===== config.mk =====
export PLATFORM = sky130hd
export DESIGN_NAME = m68k_bus_sequencer_flat
export DESIGN_NICKNAME = d
export VERILOG_FILES = /design/src/rtl/m68k_bus_sequencer_if.sv /design/src/rtl/m68k_bus_sequencer.sv /design/src/flat_wrapper.sv
export SDC_FILE = /design/constraint.sdc
export NUM_CORES = 1
export LEC_CHECK = 0
export ABC_AREA = 1
export CORE_MARGIN = 5
export CORE_UTILIZATION = 44
export DETAILED_ROUTE_END_ITERATION = 16
export PLACE_DENSITY = 0.81
export RECOVER_POWER = 100
export SLEW_MARGIN = 10
export SYNTH_ARGS = -nofsm -noshare
export SYNTH_HDL_FRONTEND = slang
export SYNTH_SLANG_ARGS = --single-unit

===== constraint.sdc =====
create_clock -name SYSCLK -period 1.8 [get_ports SYSCLK]
set_clock_uncertainty 0.15 [all_clocks]
set_input_delay 0.45 -clock SYSCLK [delete_from_list [all_inputs] [get_ports SYSCLK]]
set_output_delay 0.45 -clock SYSCLK [all_outputs]
set_load 0.01 [all_outputs]

===== src/rtl/m68k_bus_sequencer_if.sv =====
// Request, strobe and 68000 bus signals shared by the bus sequencer and its environment.
// The master modport is the sequencer; the slave modport is the requester/bus side.
interface m68k_bus_sequencer_if;
  // Clock-synchroniser strobes and synchronised bus status
  logic        MCCLK_RISING;
  logic        MCCLK_FALLING;
  logic        DTACK_LATCH;
  logic        BERR;
  // Request side
  logic        REQ;
  logic        REQ_READ;
  logic        REQ_WORD;
  logic [23:0] REQ_ADDR;
  logic [15:0] REQ_WDATA;
  logic        ACCEPT;
  logic        DONE;
  logic        ERR;
  logic [15:0] RDATA;
  logic        BUSY;
  // 68000 bus side
  logic [15:0] BUS_DIN;
  logic        AS_N;
  logic        UDS_N;
  logic        LDS_N;
  logic        RW;
  logic [22:0] BUS_ADDR;
  logic [15:0] BUS_DOUT;
  logic        ADDR_OE;
  logic        DATA_OE;

  modport master (
    input  MCCLK_RISING, MCCLK_FALLING, DTACK_LATCH, BERR,
    input  REQ, REQ_READ, REQ_WORD, REQ_ADDR, REQ_WDATA, BUS_DIN,
    output ACCEPT, DONE, ERR, RDATA, BUSY,
    output AS_N, UDS_N, LDS_N, RW, BUS_ADDR, BUS_DOUT, ADDR_OE, DATA_OE
  );

  modport slave (
    output MCCLK_RISING, MCCLK_FALLING, DTACK_LATCH, BERR,
    output REQ, REQ_READ, REQ_WORD, REQ_ADDR, REQ_WDATA, BUS_DIN,
    input  ACCEPT, DONE, ERR, RDATA, BUSY,
    input  AS_N, UDS_N, LDS_N, RW, BUS_ADDR, BUS_DOUT, ADDR_OE, DATA_OE
  );
endinterface


===== src/rtl/m68k_bus_sequencer.sv =====
// 68000 asynchronous bus-cycle sequencer (S0..S7 plus wait states).
// The state only advances on the single-SYSCLK MCCLK edge strobes; every
// output is a register so it changes on the SYSCLK edge that samples a strobe.
module m68k_bus_sequencer #(
  parameter int TIMEOUT_CYCLES = 64,
  parameter int TIMEOUT_WIDTH  = 8
) (
  input logic                  SYSCLK,
  input logic                  nRESET,
  m68k_bus_sequencer_if.master bus
);

  typedef enum logic [3:0] {
    ST_IDLE, ST_S0, ST_S1, ST_S2, ST_S3, ST_S4, ST_S5, ST_S6, ST_S7, ST_FAULT
  } state_t;

  localparam logic [TIMEOUT_WIDTH-1:0] TIMEOUT_LIMIT = TIMEOUT_WIDTH'(TIMEOUT_CYCLES);
  localparam logic [TIMEOUT_WIDTH-1:0] WAIT_MAX      = '1;

  state_t                   state_reg, state_next;
  logic                     req_read_reg, req_read_next;
  logic                     req_word_reg, req_word_next;
  logic [23:0]              req_addr_reg, req_addr_next;
  logic [15:0]              req_wdata_reg, req_wdata_next;
  logic                     accept_reg, accept_next;
  logic                     done_reg, done_next;
  logic                     err_reg, err_next;
  logic [15:0]              rdata_reg, rdata_next;
  logic                     busy_reg, busy_next;
  logic                     as_n_reg, as_n_next;
  logic                     uds_n_reg, uds_n_next;
  logic                     lds_n_reg, lds_n_next;
  logic                     rw_reg, rw_next;
  logic [22:0]              bus_addr_reg, bus_addr_next;
  logic [15:0]              bus_dout_reg, bus_dout_next;
  logic                     addr_oe_reg, addr_oe_next;
  logic                     data_oe_reg, data_oe_next;
  logic                     dtack_flag_reg, dtack_flag_next;
  logic                     berr_seen_reg, berr_seen_next;
  logic                     abort_reg, abort_next;
  logic [TIMEOUT_WIDTH-1:0] wait_cnt_reg, wait_cnt_next;

  // Simultaneous rising and falling strobes cancel each other out
  logic mc_rise, mc_fall;
  assign mc_rise = bus.MCCLK_RISING & ~bus.MCCLK_FALLING;
  assign mc_fall = bus.MCCLK_FALLING & ~bus.MCCLK_RISING;

  // Data-strobe lane selection from the latched request
  logic uds_sel, lds_sel;
  assign uds_sel = req_word_reg | ~req_addr_reg[0];
  assign lds_sel = req_word_reg |  req_addr_reg[0];

  logic do_accept;
  logic cycle_err;

  // Next-state and next-output decode
  always_comb begin
    state_next      = state_reg;
    req_read_next   = req_read_reg;
    req_word_next   = req_word_reg;
    req_addr_next   = req_addr_reg;
    req_wdata_next  = req_wdata_reg;
    accept_next     = 1'b0;
    done_next       = 1'b0;
    err_next        = err_reg;
    rdata_next      = rdata_reg;
    busy_next       = busy_reg;
    as_n_next       = as_n_reg;
    uds_n_next      = uds_n_reg;
    lds_n_next      = lds_n_reg;
    rw_next         = rw_reg;
    bus_addr_next   = bus_addr_reg;
    bus_dout_next   = bus_dout_reg;
    addr_oe_next    = addr_oe_reg;
    data_oe_next    = data_oe_reg;
    dtack_flag_next = dtack_flag_reg;
    berr_seen_next  = berr_seen_reg;
    abort_next      = abort_reg;
    wait_cnt_next   = wait_cnt_reg;
    do_accept       = 1'b0;
    cycle_err       = berr_seen_reg | abort_reg;

    // DTACK is remembered from S2 onwards so an early acknowledge is not lost
    if ((state_reg == ST_S2 || state_reg == ST_S3 || state_reg == ST_S4) && bus.DTACK_LATCH)
      dtack_flag_next = 1'b1;

    case (state_reg)
      ST_IDLE: begin
        if (mc_rise && bus.REQ) do_accept = 1'b1;
      end
      ST_FAULT: begin
        state_next = ST_IDLE;
        done_next  = 1'b1;
        err_next   = 1'b1;
        rdata_next = 16'hFFFF;
        busy_next  = 1'b0;
      end
      ST_S0: begin
        if (mc_fall) begin
          state_next    = ST_S1;
          bus_addr_next = req_addr_reg[23:1];
          rw_next       = req_read_reg;
          addr_oe_next  = 1'b1;
        end
      end
      ST_S1: begin
        if (mc_rise) begin
          state_next      = ST_S2;
          as_n_next       = 1'b0;
          dtack_flag_next = 1'b0;
          wait_cnt_next   = '0;
          if (req_read_reg) begin
            uds_n_next = ~uds_sel;
            lds_n_next = ~lds_sel;
          end
        end
      end
      ST_S2: begin
        if (mc_fall) begin
          state_next = ST_S3;
          if (!req_read_reg) begin
            bus_dout_next = req_wdata_reg;
            data_oe_next  = 1'b1;
          end
        end
      end
      ST_S3: begin
        if (mc_rise) begin
          state_next = ST_S4;
          if (!req_read_reg) begin
            uds_n_next = ~uds_sel;
            lds_n_next = ~lds_sel;
          end
        end
      end
      ST_S4: begin
        if (mc_fall) begin
          if (bus.BERR) begin
            state_next     = ST_S5;
            berr_seen_next = 1'b1;
          end else if (dtack_flag_reg || bus.DTACK_LATCH) begin
            state_next = ST_S5;
          end else if (TIMEOUT_CYCLES != 0 && wait_cnt_reg == TIMEOUT_LIMIT) begin
            state_next = ST_S5;
            abort_next = 1'b1;
          end else if (wait_cnt_reg != WAIT_MAX) begin
            wait_cnt_next = wait_cnt_reg + 1'b1;
          end
        end
      end
      ST_S5: begin
        if (mc_rise) state_next = ST_S6;
      end
      ST_S6: begin
        if (mc_fall) begin
          state_next   = ST_S7;
          as_n_next    = 1'b1;
          uds_n_next   = 1'b1;
          lds_n_next   = 1'b1;
          data_oe_next = 1'b0;
          done_next    = 1'b1;
          busy_next    = 1'b0;
          err_next     = cycle_err;
          if (cycle_err)         rdata_next = 16'hFFFF;
          else if (req_read_reg) rdata_next = bus.BUS_DIN;
        end
      end
      ST_S7: begin
        if (mc_rise) begin
          if (bus.REQ) begin
            do_accept = 1'b1;
          end else begin
            state_next   = ST_IDLE;
            addr_oe_next = 1'b0;
            rw_next      = 1'b1;
          end
        end
      end
      default: state_next = ST_IDLE;
    endcase

    // Shared by IDLE and the back-to-back path out of S7
    if (do_accept) begin
      req_read_next  = bus.REQ_READ;
      req_word_next  = bus.REQ_WORD;
      req_addr_next  = bus.REQ_ADDR;
      req_wdata_next = bus.REQ_WDATA;
      accept_next    = 1'b1;
      busy_next      = 1'b1;
      berr_seen_next = 1'b0;
      abort_next     = 1'b0;
      state_next     = (bus.REQ_WORD && bus.REQ_ADDR[0]) ? ST_FAULT : ST_S0;
    end
  end

  // State and output registers
  always_ff @(posedge SYSCLK or negedge nRESET) begin
    if (!nRESET) begin
      state_reg      <= ST_IDLE;
      req_read_reg   <= 1'b0;
      req_word_reg   <= 1'b0;
      req_addr_reg   <= '0;
      req_wdata_reg  <= '0;
      accept_reg     <= 1'b0;
      done_reg       <= 1'b0;
      err_reg        <= 1'b0;
      rdata_reg      <= '0;
      busy_reg       <= 1'b0;
      as_n_reg       <= 1'b1;
      uds_n_reg      <= 1'b1;
      lds_n_reg      <= 1'b1;
      rw_reg         <= 1'b1;
      bus_addr_reg   <= '0;
      bus_dout_reg   <= '0;
      addr_oe_reg    <= 1'b0;
      data_oe_reg    <= 1'b0;
      dtack_flag_reg <= 1'b0;
      berr_seen_reg  <= 1'b0;
      abort_reg      <= 1'b0;
      wait_cnt_reg   <= '0;
    end else begin
      state_reg      <= state_next;
      req_read_reg   <= req_read_next;
      req_word_reg   <= req_word_next;
      req_addr_reg   <= req_addr_next;
      req_wdata_reg  <= req_wdata_next;
      accept_reg     <= accept_next;
      done_reg       <= done_next;
      err_reg        <= err_next;
      rdata_reg      <= rdata_next;
      busy_reg       <= busy_next;
      as_n_reg       <= as_n_next;
      uds_n_reg      <= uds_n_next;
      lds_n_reg      <= lds_n_next;
      rw_reg         <= rw_next;
      bus_addr_reg   <= bus_addr_next;
      bus_dout_reg   <= bus_dout_next;
      addr_oe_reg    <= addr_oe_next;
      data_oe_reg    <= data_oe_next;
      dtack_flag_reg <= dtack_flag_next;
      berr_seen_reg  <= berr_seen_next;
      abort_reg      <= abort_next;
      wait_cnt_reg   <= wait_cnt_next;
    end
  end

  assign bus.ACCEPT   = accept_reg;
  assign bus.DONE     = done_reg;
  assign bus.ERR      = err_reg;
  assign bus.RDATA    = rdata_reg;
  assign bus.BUSY     = busy_reg;
  assign bus.AS_N     = as_n_reg;
  assign bus.UDS_N    = uds_n_reg;
  assign bus.LDS_N    = lds_n_reg;
  assign bus.RW       = rw_reg;
  assign bus.BUS_ADDR = bus_addr_reg;
  assign bus.BUS_DOUT = bus_dout_reg;
  assign bus.ADDR_OE  = addr_oe_reg;
  assign bus.DATA_OE  = data_oe_reg;

endmodule


===== src/flat_wrapper.sv =====
// flat-port wrapper written by rule: the top's interface ports become plain ports
module m68k_bus_sequencer_flat 
#(
  parameter int TIMEOUT_CYCLES = 64,
  parameter int TIMEOUT_WIDTH  = 8
)
  (SYSCLK, nRESET, bus_MCCLK_RISING, bus_MCCLK_FALLING, bus_DTACK_LATCH, bus_BERR, bus_REQ, bus_REQ_READ, bus_REQ_WORD, bus_REQ_ADDR, bus_REQ_WDATA, bus_BUS_DIN, bus_ACCEPT, bus_DONE, bus_ERR, bus_RDATA, bus_BUSY, bus_AS_N, bus_UDS_N, bus_LDS_N, bus_RW, bus_BUS_ADDR, bus_BUS_DOUT, bus_ADDR_OE, bus_DATA_OE);
  m68k_bus_sequencer_if bus_i ();
  input logic SYSCLK;
  input logic nRESET;
  input wire logic [$bits(bus_i.MCCLK_RISING)-1:0] bus_MCCLK_RISING;
  input wire logic [$bits(bus_i.MCCLK_FALLING)-1:0] bus_MCCLK_FALLING;
  input wire logic [$bits(bus_i.DTACK_LATCH)-1:0] bus_DTACK_LATCH;
  input wire logic [$bits(bus_i.BERR)-1:0] bus_BERR;
  input wire logic [$bits(bus_i.REQ)-1:0] bus_REQ;
  input wire logic [$bits(bus_i.REQ_READ)-1:0] bus_REQ_READ;
  input wire logic [$bits(bus_i.REQ_WORD)-1:0] bus_REQ_WORD;
  input wire logic [$bits(bus_i.REQ_ADDR)-1:0] bus_REQ_ADDR;
  input wire logic [$bits(bus_i.REQ_WDATA)-1:0] bus_REQ_WDATA;
  input wire logic [$bits(bus_i.BUS_DIN)-1:0] bus_BUS_DIN;
  output wire logic [$bits(bus_i.ACCEPT)-1:0] bus_ACCEPT;
  output wire logic [$bits(bus_i.DONE)-1:0] bus_DONE;
  output wire logic [$bits(bus_i.ERR)-1:0] bus_ERR;
  output wire logic [$bits(bus_i.RDATA)-1:0] bus_RDATA;
  output wire logic [$bits(bus_i.BUSY)-1:0] bus_BUSY;
  output wire logic [$bits(bus_i.AS_N)-1:0] bus_AS_N;
  output wire logic [$bits(bus_i.UDS_N)-1:0] bus_UDS_N;
  output wire logic [$bits(bus_i.LDS_N)-1:0] bus_LDS_N;
  output wire logic [$bits(bus_i.RW)-1:0] bus_RW;
  output wire logic [$bits(bus_i.BUS_ADDR)-1:0] bus_BUS_ADDR;
  output wire logic [$bits(bus_i.BUS_DOUT)-1:0] bus_BUS_DOUT;
  output wire logic [$bits(bus_i.ADDR_OE)-1:0] bus_ADDR_OE;
  output wire logic [$bits(bus_i.DATA_OE)-1:0] bus_DATA_OE;
  assign bus_i.MCCLK_RISING = bus_MCCLK_RISING;
  assign bus_i.MCCLK_FALLING = bus_MCCLK_FALLING;
  assign bus_i.DTACK_LATCH = bus_DTACK_LATCH;
  assign bus_i.BERR = bus_BERR;
  assign bus_i.REQ = bus_REQ;
  assign bus_i.REQ_READ = bus_REQ_READ;
  assign bus_i.REQ_WORD = bus_REQ_WORD;
  assign bus_i.REQ_ADDR = bus_REQ_ADDR;
  assign bus_i.REQ_WDATA = bus_REQ_WDATA;
  assign bus_i.BUS_DIN = bus_BUS_DIN;
  assign bus_ACCEPT = bus_i.ACCEPT;
  assign bus_DONE = bus_i.DONE;
  assign bus_ERR = bus_i.ERR;
  assign bus_RDATA = bus_i.RDATA;
  assign bus_BUSY = bus_i.BUSY;
  assign bus_AS_N = bus_i.AS_N;
  assign bus_UDS_N = bus_i.UDS_N;
  assign bus_LDS_N = bus_i.LDS_N;
  assign bus_RW = bus_i.RW;
  assign bus_BUS_ADDR = bus_i.BUS_ADDR;
  assign bus_BUS_DOUT = bus_i.BUS_DOUT;
  assign bus_ADDR_OE = bus_i.ADDR_OE;
  assign bus_DATA_OE = bus_i.DATA_OE;
  m68k_bus_sequencer #(.TIMEOUT_CYCLES(TIMEOUT_CYCLES), .TIMEOUT_WIDTH(TIMEOUT_WIDTH)) u_core (.SYSCLK(SYSCLK), .nRESET(nRESET), .bus(bus_i));
endmodule

After elaboration in Yosys (flattened, before gate mapping)
Index checks and enable logic that the tools add are counted.
{"block": "word_totals", "ff_bits": 122, "latchBits": 0, "ram_bits": 0, "romBits": 0, "out_inout_bits": 65, "word_cells": 179, "memories": 0}
{"block": "classes", "add_sub_neg": 1, "multipliers": 0, "n_div": 0, "n_lt_le_gt_ge": 0, "eq_ne": 40, "shift": 0, "n_mux": 74, "bitwise": 11, "n_reduce_logical": 31}
{"operator": "4-bit 2-to-1 mux", "n": 14}
{"operator": "16-bit 2-to-1 mux", "n": 3}
{"operator": "8-bit 2-to-1 mux", "n": 6}
{"operator": "1-bit 2-to-1 mux", "n": 38}
{"operator": "4-bit one-hot mux with 9 select lines", "n": 1}
{"operator": "16-bit one-hot mux with 2 select lines", "n": 1}
{"operator": "3-bit by 1-bit != test with 1-bit output, second input constant", "n": 9}
{"operator": "2-bit by 1-bit != test with 1-bit output, second input constant", "n": 11}
{"operator": "2-bit nonzero test", "n": 9}
{"operator": "4-bit by 3-bit == test with 1-bit output, second input constant", "n": 4}
{"operator": "1-bit one-hot mux with 2 select lines", "n": 8}
{"operator": "8-bit one-hot mux with 2 select lines", "n": 1}
{"operator": "2-bit != test, second input constant", "n": 7}
{"operator": "3-bit AND reduction", "n": 4}
{"operator": "11-bit AND reduction", "n": 1}
{"operator": "8-bit by 1-bit adder with 8-bit output, second input constant", "n": 1}
{"operator": "4-bit by 2-bit == test with 1-bit output, second input constant", "n": 2}
{"operator": "4-bit == test, second input constant", "n": 2}
{"operator": "8-bit by 7-bit == test with 1-bit output, second input constant", "n": 1}
{"operator": "8-bit != test, second input constant", "n": 1}
{"operator": "4-bit AND reduction", "n": 2}
{"operator": "7-bit AND reduction", "n": 1}
{"operator": "1-bit inverter", "n": 6}
{"operator": "1-bit one-hot mux with 3 select lines", "n": 2}
{"operator": "other kinds (12)", "n": 22}

Longest topological paths before layout
{"block": "depth", "depth_word": 7, "depth_mapped": 11, "ltp_nobuf": 11}

Worst setup path after synthesis
Ideal clock, no wire load.
{"block": "synth_path", "path_type": "input port to flip-flop", "startpoint": "input bus_MCCLK_RISING", "endpoint": "register u_core.bus_addr_reg[0], in the netlist u_core.bus.BUS_ADDR[0]", "arrival_time_ns": 1.407, "path_slack_ns": 0.113, "stages": 8, "n_path_buf": 2, "cell_sequence": "inv_1 nand2_2 nor3_1 inv_1 buf_2 buf_2 nand2_1 o21ai_0"}
{"block": "synth_between", "elab_chain_cells": 3}
{"item": "start, declared", "line_no": "flat_wrapper.sv:11", "source": "input wire logic [$bits(bus_i.MCCLK_RISING)-1:0] bus_MCCLK_RISING;"}
{"item": "1-bit inverter", "line_no": "m68k_bus_sequencer.sv:46", "source": "assign mc_fall = bus.MCCLK_FALLING & ~bus.MCCLK_RISING;"}
{"item": "1-bit AND", "line_no": "m68k_bus_sequencer.sv:46"}
{"item": "2-bit AND reduction (no source line)"}
{"item": "end signal, assigned", "line_no": "m68k_bus_sequencer.sv:236", "source": "bus_addr_reg <= bus_addr_next;"}
{"item": "end, declared", "line_no": "m68k_bus_sequencer.sv:34", "source": "logic [22:0] bus_addr_reg, bus_addr_next;"}
Every way passes these cells.
A chain may end at the register's enable or synchronous reset.

Worst setup path in the final report
{"block": "layout_path", "startpoint": "register u_core.state_reg[2]", "endpoint": "register u_core.rdata_reg[8], in the netlist u_core.bus.RDATA[8]"}
{"block": "layout_between", "elab_chain_cells": 3, "elab_cells_between_ends": 7, "classes_between": "4 x eq/ne; 1 x mux; 2 x reduce/logical"}
{"item": "start, declared", "line_no": "m68k_bus_sequencer.sv:20", "source": "state_t state_reg, state_next;"}
{"item": "start signal, assigned", "line_no": "m68k_bus_sequencer.sv:222", "source": "state_reg <= state_next;"}
{"item": "4-bit by 3-bit == test with 1-bit output / 4-bit == test (equally long branches)", "line_no": "m68k_bus_sequencer.sv:87", "source": "case (state_reg)"}
{"item": "3-bit by 1-bit != test with 1-bit output (no source line), or another cell as far along"}
{"item": "3-bit AND reduction (no source line)"}
{"item": "end signal, assigned", "line_no": "m68k_bus_sequencer.sv:230", "source": "rdata_reg <= rdata_next;"}
{"item": "end, declared", "line_no": "m68k_bus_sequencer.sv:28", "source": "logic [15:0] rdata_reg, rdata_next;"}
Several ways; a longest one is shown, not always the timed one.

==> flow_summary.yaml <==
clock_tree:
  cts_made_buffers: 17
  clock-sinks: 122
  clk_latency_ns: 0.40
  cts_root_buf: "clkbuf_16"
  cts_tree: "built"
  path_clk_slew_ns: 0.05
  cts_max_path_buffers: 2
  cts.htree.levels: 4
detailed_routing:
  vias: 4637
  drc: 0
  wl_per_cell_um: 15.5
  firstDrtPassIters: 7
  wirelength_um: 14400
  viasPerCell: 5.02
  ant_nets: 0
  drtIter0Drc: 325
critical_path:
  worstPathCellList: "inv_2 -> nor2_4 -> nand2_4 -> nor2_8 -> nor2_4 -> nor2_4 -> nor2_4 -> buf_12 -> buf_16 -> a21oi_2"
  worst_ep_required_time_ns: 1.94
  crit_slowest_cell: "dfrtp_2"
  critical_path_buf_inv_count: 3
  cp_max_fo: 9
  worst-path-stages: 10
  slowest_delay_ns: 0.43
  start_kind: "flip-flop"
  cp_common_cell: "nor2_4"
  path_class: "reg2reg"
  critPathArrivalTime_ns: 1.92
  cpLargestDelayFamily: "simple AND/OR/NAND/NOR gates"
  crit_path_end_kind: "flip-flop"
  r2r_cells: 10
cells_and_area:
  nets: 836
  register_area_um2: 3060
  largest_reg_flops: 24
  multiInputGateArea_um2: 1840
  layout-drive-gt1-share: 0.190
  antennaDiodeCount: 0
  num-fill-cells: 896
  syn_to_final_growth_pct: 49.2
logic_synthesis:
  avgSynthCellArea_um2: 8.95
  synthDistinctLibCells: 33
  synth_nets: 649
  postSynthCellCount: 582
  yosysWarningCount: 0
  syn_area_um2: 5210
  netlist.area_leader.share: 0.567
  synth_area_leaders: "dfrtp_1 (57%), nand2_1 (11%), o21ai_0 (8.0%)"
  ys_seq_elements: 122
  ys_seq_area_frac: 0.587
  synth_top_area_cell: "dfrtp_1"
pwr:
  switching_share: 0.334
  irDropWorstVdd_mv: 0.907
  seqPwrFrac: 0.387
  p_leak_nw: 3.90
  power.internal_mw: 7.54
  power_density_nw_per_um2: 1460
  power_mw: 11.3
  switchingPower_mw: 3.78
  pwr-share-comb: 0.314
  clkPwrFrac: 0.299
job:
  cap_viol_max_count: 0
floorplan:
  fp-row-count: 39
  die_h_um: 119
  coreArea_um2: 11500
  initial_core_util: 0.452
  dieArea_um2: 14100
  pin_count: 130
  die_x_um: 119
timing:
  worst_pin_slew_ns: 0.842
  finalCriticalPeriod_ns: 1.78
  setup_tns_ns: 0
  rsz0062_at_grt: "yes"
  fin_crit_sh: 0.989
  slew_viol_final: 0
  final.setup.worst_slack_ns: 0.0195
  setup_violations: 0
  fmax_mhz: 562
  hold_violations: 0
  relSlewSlack: 0.439
global_route:
  grt_pass1_wl_um: 23100
  antenna_found_initial: 0
  overflow: 0
  grt_util_all_layers: 0.200
  grt_max_degree: 87
  grt_pass1_vias: 4831
placement:
  port_buffers: 129
  gp_congestion: 0.893
  dpl_worst_slack_ns: -0.467
  hpwl_um: 9310
status:
  status: "finished, final reports clean"
hold_path:
  holdPathStages: 2
  hp-class: "reg2reg"
power by group through the flow:
stage	combinational, mW	clock, mW	sequential (mW)
final	3.56	3.39	4.38
after CTS	3.41	3.42	4.37
after detailed placement	3.64	0	4.40
after global placement	3.50	0	4.36
after global routing	4.05	3.57	4.49
after floorplan	1.50	0	4.52
path summary, 6_finish.rpt:
path | slack (ns) | from | endpoint
min | 0.33 | u_core.bus.LDS_N | u_core.bus.LDS_N
max in group asynchronous | 0.22 | nRESET | u_core.state_reg[1]
max | 0.02 | u_core.state_reg[2] | u_core.bus.RDATA[8]
min in group asynchronous | 0.62 | nRESET | u_core.req_wdata_reg[0]
min reg2reg | 0.33 | u_core.bus.LDS_N | u_core.bus.LDS_N
max reg2reg | 0.02 | u_core.state_reg[2] | u_core.bus.RDATA[8]
Yosys cell counts:
cell type,n
buf_2,4
clkbuf_1,8
ha_1,2
buf_6,1
nor3_1,6
nor2_8,2
o21ai_2,4
nand3b_1,1
a21oi_1,6
nor2_2,4
inv_1,68
nor2_4,5
or2_2,1
buf_4,5
nand2_4,1
nand4_4,1
dfrtp_1,118
a21oi_2,6
nor2_1,39
a221oi_1,1
xnor2_1,1
dfstp_2,4
a31oi_1,1
nand2_2,5
o21ai_1,6
o21bai_1,1
nor3b_1,2
nand4_1,5
nand3_1,30
nor4_1,1
inv_2,6
nand2_1,154
o21ai_0,83
cells by family after synthesis:
group	Yosys count	synth area share
AOI/OAI and AO/OA	108	0.112
xor gates and xnor gates	1	0.00168
adders and majority gates	2	0.00480
buffers and inverters	92	0.0723
DFF	122	0.587
and+or+nand+nor	257	0.222
layer usage:
| metal | global-route usage | part of all wire |
|---|---|---|
| met3 | 0.0701 | 0.079 |
| met5 | 0 | 0 |
| met1 | 0.265 | 0.43 |
| met4 | 0.0601 | 0.0096 |
| met2 | 0.313 | 0.48 |
repair_timing:
item                                    CTS  global route
cloned                                    2             3
pin swaps                                 4             6
hold endpoints to repair                118             0
hold buffers                              1             0
endpoints found under the setup margin   96            96
setup buffers                             6             6
gates resized for setup                  84            27
layout make-up:
class | instances | share of cell area
flip-flops and latches | 122 | 0.394
repair buffers | 186 | 0.234
inverters | 74 | 0.0361
multi-input cells | 368 | 0.237
clock buffers | 19 | 0.0583
clock inverters | 12 | 0.0179
well taps | 143 | 0.0230
worst register-to-register path: stages, from the launching register on:
cell and delay [ns]:
dfrtp_2 0.43, inv_2 0.10, nor2_4 0.06, nand2_4 0.11
nor2_8 0.04, nor2_4 0.21, nor2_4 0.07, nor2_4 0.17
buf_12 0.14, buf_16 0.13, a21oi_2 0.06
metrics by stage:
step           hold WS, ns   util  instance area, um2  std cells
6_report             0.326  0.675                7770        924
2_1_floorplan      0.00441      -                5210        582
3_5_place_dp         0.321  0.604                6960        875
3_3_place_gp         0.308  0.604                6960        875
5_1_grt              0.353  0.675                7770        924
4_1_cts              0.330  0.662                7620        915
placed cells by master (no fill, tap or decap), drive strengths merged, types with 2 or more instances in the layout:
master / instances
dfrtp: 118
nor2: 50
clkbuf: 22
o21ai: 93
nand4: 6
ha: 2
dfstp: 4
nand2: 160
nor3: 6
buf: 57
clkinv: 2
clkdlybuf4s50: 61
dlygate4sd2: 63
clkinvlp: 4
a21oi: 12
nand3: 30
nor3b: 2
bufinv: 2
inv: 78
(Power assumes the default switching activity.)
